`src/rtl/multicycle_controller_if.sv`:
```
`default_nettype none
// ============================================================================
// Module      : multicycle_controller_if
// Description : Control/status bundle between a multicycle ARM datapath and
//               its controller. The datapath (master) presents instruction
//               fields, ALU flags and memory ready, and the controller
//               (slave) returns the per-cycle control word.
// Revision    : 1.0 - initial release
// ============================================================================
interface multicycle_controller_if #(
    parameter int ALUCTRL_W = 4,
    parameter int FLAG_W    = 4
);
    // Instruction fields and status from the datapath
    logic [3:0]           Cond;
    logic [1:0]           Op;
    logic [5:0]           Funct;
    logic [3:0]           Rd;
    logic [FLAG_W-1:0]    ALUFlags;
    logic                 MemReady;

    // Control word back to the datapath
    logic                 PCWrite;
    logic                 IRWrite;
    logic                 MemWrite;
    logic                 RegWrite;
    logic                 AdrSrc;
    logic                 ALUSrcA;
    logic [1:0]           ALUSrcB;
    logic [1:0]           ResultSrc;
    logic [1:0]           ImmSrc;
    logic [1:0]           RegSrc;
    logic [ALUCTRL_W-1:0] ALUControl;
    logic                 Illegal;

    modport master (
        output Cond, Op, Funct, Rd, ALUFlags, MemReady,
        input  PCWrite, IRWrite, MemWrite, RegWrite, AdrSrc, ALUSrcA,
               ALUSrcB, ResultSrc, ImmSrc, RegSrc, ALUControl, Illegal
    );

    modport slave (
        input  Cond, Op, Funct, Rd, ALUFlags, MemReady,
        output PCWrite, IRWrite, MemWrite, RegWrite, AdrSrc, ALUSrcA,
               ALUSrcB, ResultSrc, ImmSrc, RegSrc, ALUControl, Illegal
    );
endinterface
`default_nettype wire

```
`src/rtl/multicycle_controller.sv`:
```
`default_nettype none
// ============================================================================
// Module      : multicycle_controller
// Description : FSM-sequenced control for a multicycle ARM datapath sharing
//               one memory and one ALU. Decodes Cond/Op/Funct/Rd, keeps the
//               NZCV flag register, gates writes on the condition and stalls
//               on memory ready.
//               Optional feature macro PERF_CNT_EN adds CycleCnt/RetireCnt.
// Revision    : 1.0 - initial release
// ============================================================================
module multicycle_controller #(
    parameter int ALUCTRL_W = 4,
    parameter int FLAG_W    = 4
) (
    input  wire logic               clk,
    input  wire logic               reset,
    multicycle_controller_if.slave  bus
`ifdef PERF_CNT_EN
    ,
    output logic [31:0]             CycleCnt,
    output logic [31:0]             RetireCnt
`endif
);

    typedef enum logic [3:0] {
        S_FETCH  = 4'd0,
        S_DECODE = 4'd1,
        S_MEMADR = 4'd2,
        S_MEMRD  = 4'd3,
        S_MEMWB  = 4'd4,
        S_MEMWR  = 4'd5,
        S_EXECR  = 4'd6,
        S_EXECI  = 4'd7,
        S_ALUWB  = 4'd8,
        S_BRANCH = 4'd9
    } state_t;

    localparam logic [1:0] c_alu_add = 2'b00;
    localparam logic [1:0] c_alu_sub = 2'b01;
    localparam logic [1:0] c_alu_and = 2'b10;
    localparam logic [1:0] c_alu_orr = 2'b11;

    // C,V occupy [1:0]; N,Z and any extra MSBs are everything else
    localparam logic [FLAG_W-1:0] c_cv_mask = FLAG_W'(2'b11);
    localparam logic [FLAG_W-1:0] c_nz_mask = ~c_cv_mask;

    state_t            state_q, state_d;
    logic [FLAG_W-1:0] flags_q, flags_d;
    logic              condex_q, condex_d;

    logic              w_condex;
    logic [1:0]        w_alu_dp;
    logic              w_is_cmp;
    logic              w_arith;
    logic [1:0]        w_alu_code;
    logic              w_flag_we;
    logic              w_pcwrite, w_irwrite, w_memwrite, w_regwrite, w_illegal;

    // ARM condition table over the stored flags; 1111 never executes
    always_comb begin
        w_condex = 1'b0;
        unique case (bus.Cond)
            4'b0000: w_condex = flags_q[2];
            4'b0001: w_condex = ~flags_q[2];
            4'b0010: w_condex = flags_q[1];
            4'b0011: w_condex = ~flags_q[1];
            4'b0100: w_condex = flags_q[3];
            4'b0101: w_condex = ~flags_q[3];
            4'b0110: w_condex = flags_q[0];
            4'b0111: w_condex = ~flags_q[0];
            4'b1000: w_condex = flags_q[1] & ~flags_q[2];
            4'b1001: w_condex = ~flags_q[1] | flags_q[2];
            4'b1010: w_condex = (flags_q[3] == flags_q[0]);
            4'b1011: w_condex = (flags_q[3] != flags_q[0]);
            4'b1100: w_condex = ~flags_q[2] & (flags_q[3] == flags_q[0]);
            4'b1101: w_condex = flags_q[2] | (flags_q[3] != flags_q[0]);
            4'b1110: w_condex = 1'b1;
            default: w_condex = 1'b0;
        endcase
    end

    // Data-processing command decode; unknown commands fall back to add
    always_comb begin
        w_alu_dp = c_alu_add;
        w_is_cmp = 1'b0;
        unique case (bus.Funct[4:1])
            4'b0100: w_alu_dp = c_alu_add;
            4'b0010: w_alu_dp = c_alu_sub;
            4'b0000: w_alu_dp = c_alu_and;
            4'b1100: w_alu_dp = c_alu_orr;
            4'b1010: begin
                w_alu_dp = c_alu_sub;
                w_is_cmp = 1'b1;
            end
            default: w_alu_dp = c_alu_add;
        endcase
        w_arith = (w_alu_dp == c_alu_add) || (w_alu_dp == c_alu_sub);
    end

    // Next-state and Moore control decode; strobes held low while in reset
    always_comb begin
        state_d       = state_q;
        condex_d      = condex_q;
        w_pcwrite     = 1'b0;
        w_irwrite     = 1'b0;
        w_memwrite    = 1'b0;
        w_regwrite    = 1'b0;
        w_illegal     = 1'b0;
        w_flag_we     = 1'b0;
        w_alu_code    = c_alu_add;
        bus.AdrSrc    = 1'b0;
        bus.ALUSrcA   = 1'b0;
        bus.ALUSrcB   = 2'b00;
        bus.ResultSrc = 2'b00;
        unique case (state_q)
            S_FETCH: begin
                bus.ALUSrcA   = 1'b1;
                bus.ALUSrcB   = 2'b10;
                bus.ResultSrc = 2'b10;
                w_irwrite     = bus.MemReady;
                w_pcwrite     = bus.MemReady;
                if (bus.MemReady) state_d = S_DECODE;
            end
            S_DECODE: begin
                bus.ALUSrcA = 1'b1;
                bus.ALUSrcB = 2'b10;
                unique case (bus.Op)
                    2'b00:   state_d = bus.Funct[5] ? S_EXECI : S_EXECR;
                    2'b01:   state_d = S_MEMADR;
                    2'b10:   state_d = S_BRANCH;
                    default: begin
                        w_illegal = 1'b1;
                        state_d   = S_FETCH;
                    end
                endcase
            end
            S_MEMADR: begin
                bus.ALUSrcB = 2'b01;
                state_d     = bus.Funct[0] ? S_MEMRD : S_MEMWR;
            end
            S_MEMRD: begin
                bus.AdrSrc = 1'b1;
                if (bus.MemReady) state_d = S_MEMWB;
            end
            S_MEMWB: begin
                bus.ResultSrc = 2'b01;
                w_regwrite    = w_condex;
                state_d       = S_FETCH;
            end
            S_MEMWR: begin
                bus.AdrSrc = 1'b1;
                w_memwrite = w_condex;
                if (bus.MemReady) state_d = S_FETCH;
            end
            S_EXECR, S_EXECI: begin
                bus.ALUSrcB = (state_q == S_EXECI) ? 2'b01 : 2'b00;
                w_alu_code  = w_alu_dp;
                w_flag_we   = bus.Funct[0] & w_condex;
                // Flags may change at this edge; ALUWB must use the
                // condition as judged before the update
                condex_d    = w_condex;
                state_d     = S_ALUWB;
            end
            S_ALUWB: begin
                w_regwrite = condex_q & ~w_is_cmp;
                w_pcwrite  = condex_q & (bus.Rd == 4'd15);
                state_d    = S_FETCH;
            end
            S_BRANCH: begin
                bus.ALUSrcB   = 2'b01;
                bus.ResultSrc = 2'b10;
                w_pcwrite     = w_condex;
                state_d       = S_FETCH;
            end
            default: state_d = S_FETCH;
        endcase

        bus.PCWrite  = w_pcwrite  & ~reset;
        bus.IRWrite  = w_irwrite  & ~reset;
        bus.MemWrite = w_memwrite & ~reset;
        bus.RegWrite = w_regwrite & ~reset;
        bus.Illegal  = w_illegal  & ~reset;
    end

    // ALU control code in [1:0], upper bits tied low
    always_comb begin
        bus.ALUControl      = '0;
        bus.ALUControl[1:0] = w_alu_code;
    end

    // Instruction-dependent immediate and register-source selects
    always_comb begin
        bus.ImmSrc = (bus.Op == 2'b11) ? 2'b00 : bus.Op;
        bus.RegSrc = {bus.Op == 2'b01, bus.Op == 2'b10};
    end

    // Flag merge: N,Z (and extra MSBs) on any write, C,V only for add/sub
    always_comb begin
        flags_d = flags_q;
        if (w_flag_we) begin
            flags_d = (flags_q & ~c_nz_mask) | (bus.ALUFlags & c_nz_mask);
            if (w_arith) flags_d = (flags_d & ~c_cv_mask) | (bus.ALUFlags & c_cv_mask);
        end
    end

    // State, flag and latched-condition registers
    always_ff @(posedge clk) begin
        if (reset) begin
            state_q  <= S_FETCH;
            flags_q  <= '0;
            condex_q <= 1'b0;
        end else begin
            state_q  <= state_d;
            flags_q  <= flags_d;
            condex_q <= condex_d;
        end
    end

`ifdef PERF_CNT_EN
    logic [31:0] cycle_cnt_q;
    logic [31:0] retire_cnt_q;

    // Free-running cycle count and count of returns to FETCH
    always_ff @(posedge clk) begin
        if (reset) begin
            cycle_cnt_q  <= '0;
            retire_cnt_q <= '0;
        end else begin
            cycle_cnt_q <= cycle_cnt_q + 32'd1;
            if ((state_q != S_FETCH) && (state_d == S_FETCH))
                retire_cnt_q <= retire_cnt_q + 32'd1;
        end
    end

    assign CycleCnt  = cycle_cnt_q;
    assign RetireCnt = retire_cnt_q;
`endif

endmodule
`default_nettype wire
```
`src/flat_wrapper.sv`:
```
// flat-port wrapper written by rule: the top's interface ports become plain ports
module multicycle_controller_flat 
#(
    parameter int ALUCTRL_W = 4,
    parameter int FLAG_W    = 4
)
  (clk, reset, bus_Cond, bus_Op, bus_Funct, bus_Rd, bus_ALUFlags, bus_MemReady, bus_PCWrite, bus_IRWrite, bus_MemWrite, bus_RegWrite, bus_AdrSrc, bus_ALUSrcA, bus_ALUSrcB, bus_ResultSrc, bus_ImmSrc, bus_RegSrc, bus_ALUControl, bus_Illegal);
  multicycle_controller_if #(.ALUCTRL_W(ALUCTRL_W), .FLAG_W(FLAG_W)) bus_i ();
  input  wire logic clk;
  input  wire logic reset;
  input wire logic [$bits(bus_i.Cond)-1:0] bus_Cond;
  input wire logic [$bits(bus_i.Op)-1:0] bus_Op;
  input wire logic [$bits(bus_i.Funct)-1:0] bus_Funct;
  input wire logic [$bits(bus_i.Rd)-1:0] bus_Rd;
  input wire logic [$bits(bus_i.ALUFlags)-1:0] bus_ALUFlags;
  input wire logic [$bits(bus_i.MemReady)-1:0] bus_MemReady;
  output wire logic [$bits(bus_i.PCWrite)-1:0] bus_PCWrite;
  output wire logic [$bits(bus_i.IRWrite)-1:0] bus_IRWrite;
  output wire logic [$bits(bus_i.MemWrite)-1:0] bus_MemWrite;
  output wire logic [$bits(bus_i.RegWrite)-1:0] bus_RegWrite;
  output wire logic [$bits(bus_i.AdrSrc)-1:0] bus_AdrSrc;
  output wire logic [$bits(bus_i.ALUSrcA)-1:0] bus_ALUSrcA;
  output wire logic [$bits(bus_i.ALUSrcB)-1:0] bus_ALUSrcB;
  output wire logic [$bits(bus_i.ResultSrc)-1:0] bus_ResultSrc;
  output wire logic [$bits(bus_i.ImmSrc)-1:0] bus_ImmSrc;
  output wire logic [$bits(bus_i.RegSrc)-1:0] bus_RegSrc;
  output wire logic [$bits(bus_i.ALUControl)-1:0] bus_ALUControl;
  output wire logic [$bits(bus_i.Illegal)-1:0] bus_Illegal;
  assign bus_i.Cond = bus_Cond;
  assign bus_i.Op = bus_Op;
  assign bus_i.Funct = bus_Funct;
  assign bus_i.Rd = bus_Rd;
  assign bus_i.ALUFlags = bus_ALUFlags;
  assign bus_i.MemReady = bus_MemReady;
  assign bus_PCWrite = bus_i.PCWrite;
  assign bus_IRWrite = bus_i.IRWrite;
  assign bus_MemWrite = bus_i.MemWrite;
  assign bus_RegWrite = bus_i.RegWrite;
  assign bus_AdrSrc = bus_i.AdrSrc;
  assign bus_ALUSrcA = bus_i.ALUSrcA;
  assign bus_ALUSrcB = bus_i.ALUSrcB;
  assign bus_ResultSrc = bus_i.ResultSrc;
  assign bus_ImmSrc = bus_i.ImmSrc;
  assign bus_RegSrc = bus_i.RegSrc;
  assign bus_ALUControl = bus_i.ALUControl;
  assign bus_Illegal = bus_i.Illegal;
  multicycle_controller #(.ALUCTRL_W(ALUCTRL_W), .FLAG_W(FLAG_W)) u_core (.clk(clk), .reset(reset), .bus(bus_i));
endmodule
```
`config.mk`:
```
export PLATFORM = sky130hd
export DESIGN_NAME = multicycle_controller_flat
export DESIGN_NICKNAME = d
export VERILOG_FILES = /design/src/rtl/multicycle_controller_if.sv /design/src/rtl/multicycle_controller.sv /design/src/flat_wrapper.sv
export SDC_FILE = /design/constraint.sdc
export NUM_CORES = 1
export LEC_CHECK = 0
export ABC_CLOCK_PERIOD_IN_PS = 2900
export CORE_ASPECT_RATIO = 1.1
export CORE_MARGIN = 8
export CORE_UTILIZATION = 44
export CTS_CLUSTER_SIZE = 12
export DETAILED_ROUTE_END_ITERATION = 7
export GPL_TIMING_DRIVEN = 0
export PLACE_DENSITY = 0.95
export RECOVER_POWER = 100
export REMOVE_ABC_BUFFERS = 1
export SYNTH_ARGS = -nofsm -noshare
export SYNTH_HDL_FRONTEND = slang
export SYNTH_SLANG_ARGS = --single-unit
```
`constraint.sdc`:
```
create_clock -name clk -period 2.9 [get_ports clk]
set_input_delay 0.435 -clock clk [delete_from_list [all_inputs] [get_ports clk]]
set_output_delay 0.435 -clock clk [all_outputs]
set_load 0.02 [all_outputs]
```
After elaboration in Yosys (flattened, before gate mapping)
Index checks and enable logic that the tools add are counted.
- divide/modulo/power cells: 0
- reduce and logical (&&, ||, !) cells: 14
- bitwise gates (word level): 20
- order comparisons: 0
- shift-type cells: 0
- equal/unequal tests: 36
- muxes and demuxes: 25
- multiply operators: 0
- add/subtract/negate cells: 0
- operators by type and width (kind ; count):
    equality test 4 bit (second input constant) ; 12
    equality test 4 x 3 -> 1 bit (second input constant) ; 8
    case mux 4 bit (6 select lines) ; 1
    equality test 4 x 2 -> 1 bit (second input constant) ; 5
    two-way mux 4 bit ; 4
    case mux 1 bit (15 select lines) ; 1
    zero test 4 bit ; 3
    case mux 2 bit (3 select lines) ; 2
    case mux 4 bit (3 select lines) ; 1
    OR reduction 2 bit ; 6
    bitwise AND 1 bit ; 10
    two-way mux 1 bit ; 10
    equality test 4 x 1 -> 1 bit (second input constant) ; 2
    inequality test 2 bit (second input constant) ; 3
    inverter 1 bit ; 6
    equality test 2 x 1 -> 1 bit (second input constant) ; 2
    equality test 2 bit (second input constant) ; 2
    zero test 2 bit ; 2
    two-way mux 2 bit ; 2
    bitwise OR 2 x 4 -> 4 bit ; 1
    bitwise OR 4 x 2 -> 4 bit ; 1
    case mux 2 bit (2 select lines) ; 1
    two-way mux 3 bit ; 1
    case mux 1 bit (3 select lines) ; 1
    7 further kinds ; 8
- latch bits: 0
- memories: 0
- word-level logic and storage cells: 98
- memory bits (read-only): 0
- register bits after elaboration: 9
- output and inout bits: 19
- memory bits (writable): 0
- bits of input ports: 23

Longest topological paths before layout
- word-level depth: 6
- mapped depth: 7
- depth with buffers taken out: 6

Worst setup path after synthesis
No wires, ideal clock.
- kind: input port to output port
- from: input bus_Cond[2]
- to: output bus_RegWrite
- path slack: 0.495 ns
- data arrival time: 1.970 ns
- buffers on the path: 0
- required time: 2.465 ns
- stages: 6
- path through: and3b_1 > a22oi_1 > xor2_1 > o311a_4 > o32a_1 > nor4_1
- cells in the longest elaborated chain, start to end: 4
- elaborated cells on any way between the ends: 18
- those cells by class: eq/ne (14); mux (2); bitwise (1); reduce/logical (1)
- RTL lines (item ; RTL line ; text):
    from (decl) ; flat_wrapper.sv:11 ; input wire logic [$bits(bus_i.Cond)-1:0] bus_Cond;
    equality test 4 bit (tied with other cells) ; multicycle_controller.sv:62 ; unique case (bus.Cond)
    case mux 1 bit (15 select lines) (*) ; multicycle_controller.sv:62 ;
    case mux 1 bit (2 select lines) (*) ; multicycle_controller.sv:115 ; unique case (state_q)
    bitwise AND 1 bit (*) ; multicycle_controller.sv:181 ; bus.RegWrite = w_regwrite & ~reset;
    to (decl) ; flat_wrapper.sv:20 ; output wire logic [$bits(bus_i.RegWrite)-1:0] bus_RegWrite;
Mark *: on every way between the ends. The rest lies on a longest branch, timed or not.

Final worst setup path
- from: input bus_Cond[2]
- to: output bus_MemWrite
- cells in the longest elaborated chain, start to end: 4
- elaborated cells on any way between the ends: 18
- those cells by class: eq/ne (14); mux (2); bitwise (1); reduce/logical (1)
- RTL lines (item ; RTL line ; text):
    equality test 4 bit (tied with other cells) ; multicycle_controller.sv:62 ;
    case mux 1 bit (15 select lines) (*) ; multicycle_controller.sv:62 ;
    two-way mux 1 bit (*) ; multicycle_controller.sv:115 ;
    bitwise AND 1 bit (*) ; multicycle_controller.sv:180 ; bus.MemWrite = w_memwrite & ~reset;
    to (decl) ; flat_wrapper.sv:19 ; output wire logic [$bits(bus_i.MemWrite)-1:0] bus_MemWrite;
Marks and branches as above.

==> results.md <==
- Status: completed
- Post-synthesis sequential area ratio: 0.200
- Share of layout cells above drive strength 1: 0.0519
- Arr. time, crit path: 2.31 ns
- Vias in the first global route: 1,037
- Minimum clock period: 2.75 ns
- Synth cell types: 38
- Largest net degree at the start of global routing: 17
- Chip width: 59.1 um
- Commonest non-fill, non-tap cell in the layout: clkdlybuf4s50_1
- CTS tree: yes
- Internal power: 249 uW
- Final hold violations: 0
- GP Congestion: 0.844
- Most frequent cells in the layout: 17 x clkdlybuf4s50_1, 15 x dlygate4sd3_1, 12 x nand2b_1, 12 x nor2_1, 11 x nor3_1
- Psw: 116 uW
- Final WS setup: 0.151 ns
- Critical path type: in2out
- Antenna cells: 0
- Post-Syn Area: 900 um2
- CTS Buffer Depth: 2
- Max Slew Vio Count: 0
- Post-CTS Setup Bufs: 0
- Routed Antenna Nets: 0
- DIE HEIGHT: 63.4 um
- Slew @ Worst Pin: 0.539 ns
- Number of synthesized register bits: 9
- Syn_area_per_cell: 7.43 um2
- Initial Util: 0.455
- FP Rows: 17
- Drc violations: 0
- Overall Global Routing Usage: 0.138
- Critical-path top delay cell: or3b_4
- Worst R2R Start: u_core.state_q[2]
- Comb power frac: 0.369
- Final wirelength: 2580 um
- Pre-antenna DRT Iters: 4
- Top Ports: 42
- Area growth syn-to-layout: 41.9%
- First-iteration detailed-routing DRC count: 19
- Max cap viols: 0
- Root Buffer: clkbuf_4
- Worst path required time: 2.47 ns
- First-pass GRT wire length: 4310 um
- Hpwl dp: 2050 um
- Sw Share: 0.317
- Worst setup path start: bus_Cond[2]
- Period Utilization, post-route: 0.948
- Post-layout util: 0.645
- Flop2flop setup slack: 1.07 ns
- Reg2Reg Depth: 5
- Wire length per cell: 14.2 um
- # port buffers: 39
- # setup viols final: 0
- DP Area: 1270 um2
- FF-to-FF End: u_core.flags_q[1]
- Clk sinks: 9
- Peak Freq: 364 MHz
- Worst Clk Skew: 0.00425 ns
- GRT overflow: 0
- Clock latency on the worst-skew pair: 0.25 ns
- Startpoint Class: input pin
- H-tree Lvls: 1
- Vias: 986
- Yosys warns: 0
- CP max stage delay: 0.39 ns
- Setup slack at placement: -0.540 ns
- PwrDens: 286 nW/um2
- Initial antenna violation count: 0
- Final nets: 178
- RSZ-0062 raised after global routing: no
- Crit path max fanout: 7
- Die Area: 3750 um2
- Vias per cell: 5.42
- Worst-path clk slew: 0.06 ns
- Pleak: 0.482 nW
- Crit-path cells: dlygate4sd2_1 -> and3b_1 -> a22oi_1 -> xor2_1 -> o311a_4 -> or3b_4 -> nor2_1 -> clkbuf_1
- Cell count after synthesis: 121
- Slew margin rel.: 0.640
- Core ar.: 1980 um2
- Nature of the critical path endpoint: output pin
- Design Area, Final: 1280 um2
- Filler cells: 177
- Max rail drop VDD: 0.200 mV
- Crit path capture: bus_MemWrite
- Hold crit path type: reg2reg
- Hold_buf cts: 0
- Clock share of power: 0.254
- CTS buffer count: 3
- Sequential power share: 0.378
## cell usage after synthesis
| master | n | area share |
|---|---|---|
| buf_2 | 1 | 0.0056 |
| a22oi_1 | 4 | 0.033 |
| mux2_2 | 1 | 0.013 |
| xor2_1 | 5 | 0.049 |
| o311a_4 | 1 | 0.024 |
| nand2_1 | 4 | 0.017 |
| and3b_1 | 1 | 0.0097 |
| o31ai_1 | 1 | 0.0083 |
| o211ai_1 | 1 | 0.0083 |
| a211oi_1 | 1 | 0.0083 |
| and4_1 | 1 | 0.0097 |
| o311ai_0 | 1 | 0.0097 |
| or3b_4 | 1 | 0.013 |
| nor2b_1 | 5 | 0.035 |
| nor3_1 | 11 | 0.061 |
| or4_1 | 1 | 0.0083 |
| nand2b_1 | 12 | 0.083 |
| a22o_1 | 1 | 0.0097 |
| nor2_1 | 12 | 0.050 |
| o22ai_2 | 1 | 0.014 |
| mux2i_1 | 6 | 0.067 |
| a21oi_1 | 5 | 0.028 |
| inv_1 | 4 | 0.017 |
| dfxtp_1 | 9 | 0.20 |
| buf_4 | 5 | 0.042 |
| o32a_1 | 1 | 0.011 |
| o21bai_1 | 1 | 0.0083 |
| nor4bb_1 | 1 | 0.011 |
| xnor2_1 | 3 | 0.029 |
| and3_1 | 2 | 0.014 |
| nand4_1 | 1 | 0.0070 |
| nand3b_1 | 2 | 0.017 |
| o21ai_0 | 4 | 0.022 |
| nand3_1 | 2 | 0.011 |
| conb_1 | 1 | 0.0042 |
| nor3b_1 | 1 | 0.0083 |
| clkbuf_1 | 5 | 0.021 |
| nor4_1 | 2 | 0.014 |
## worst max-delay path: cells and delay by family
family / cells / cell delay [ns]
simple gates: 3 / 0.70
buf+inv: 2 / 0.55
compound gates: 2 / 0.52
xor+xnor: 1 / 0.11
## sequential cells by signal, indices dropped and copies added, names as in the netlist
| signal | cells |
|---|---|
| u_core.condex_q | 1 |
| u_core.flags_q | 4 |
| u_core.state_q | 4 |
## cells by family after synthesis
logic type | Yosys count | synth area share
buffers and inverters | 15 | 0.0848
multiplexers | 7 | 0.0793
other | 1 | 0.00417
AO/OA/AOI/OAI | 22 | 0.185
flip-flops | 9 | 0.200
AND/OR/NAND/NOR | 59 | 0.369
XOR/XNOR | 8 | 0.0779
## worst min-delay path by stage
stage	from	end	cells past startpoint	slack, ns
after floorplan	u_core.flags_q[1]	u_core.flags_q[1]	2	0.46
after global placement	u_core.flags_q[1]	u_core.flags_q[1]	2	0.48
after detailed placement	u_core.condex_q	u_core.condex_q	2	0.51
after CTS	u_core.condex_q	u_core.condex_q	2	0.52
after global routing	u_core.flags_q[0]	u_core.flags_q[0]	2	0.54
final	u_core.condex_q	u_core.condex_q	2	0.51
## what timing repair did
item / in CTS / in global routing
setup endpoints to repair: 3 / 2
resized for setup: 10 / 2
pin swaps: 0 / 0
hold endpoints to repair: 0 / 0
## through the flow
stage                     hold slack, ns  TNS, ns  power (mW)  cells
after floorplan                    0.456        0       0.207    111
final                              0.510        0       0.365    182
after CTS                          0.517        0       0.376    182
after detailed placement           0.507    -1.41       0.282    178
after global routing               0.536        0       0.390    182
after global placement             0.477    -1.18       0.278    178
## layer usage
metal / track usage / vias to the layer above / part of all wire
met4: 0.0509 / 0 / 0.0074
met2: 0.249 / 39 / 0.52
met1: 0.137 / 452 / 0.39
met3: 0.0548 / 2 / 0.084
met5: 0 / - / 0
li1: - / 493 / -
## power by group through the flow
| stage | Clock (mW) | Sequential, mW | Combinational, mW |
|---|---|---|---|
| CTS | 0.0977 | 0.138 | 0.141 |
| finish | 0.0927 | 0.138 | 0.135 |
| detailed placement | 0 | 0.140 | 0.142 |
| global route | 0.105 | 0.139 | 0.146 |
| global placement | 0 | 0.139 | 0.138 |
| floorplan | 0 | 0.137 | 0.0697 |
## area by class of cell
type                            count  area, um2  area share
Timing Repair Buffer               39        373       0.292
Inverter                            4       15.0      0.0118
Tap cell                           28       35.0      0.0275
Clock buffer                        4       26.3      0.0206
Sequential cell                     9        180       0.141
Multi-Input combinational cell     98        647       0.507
(Power assumes the default switching activity.)
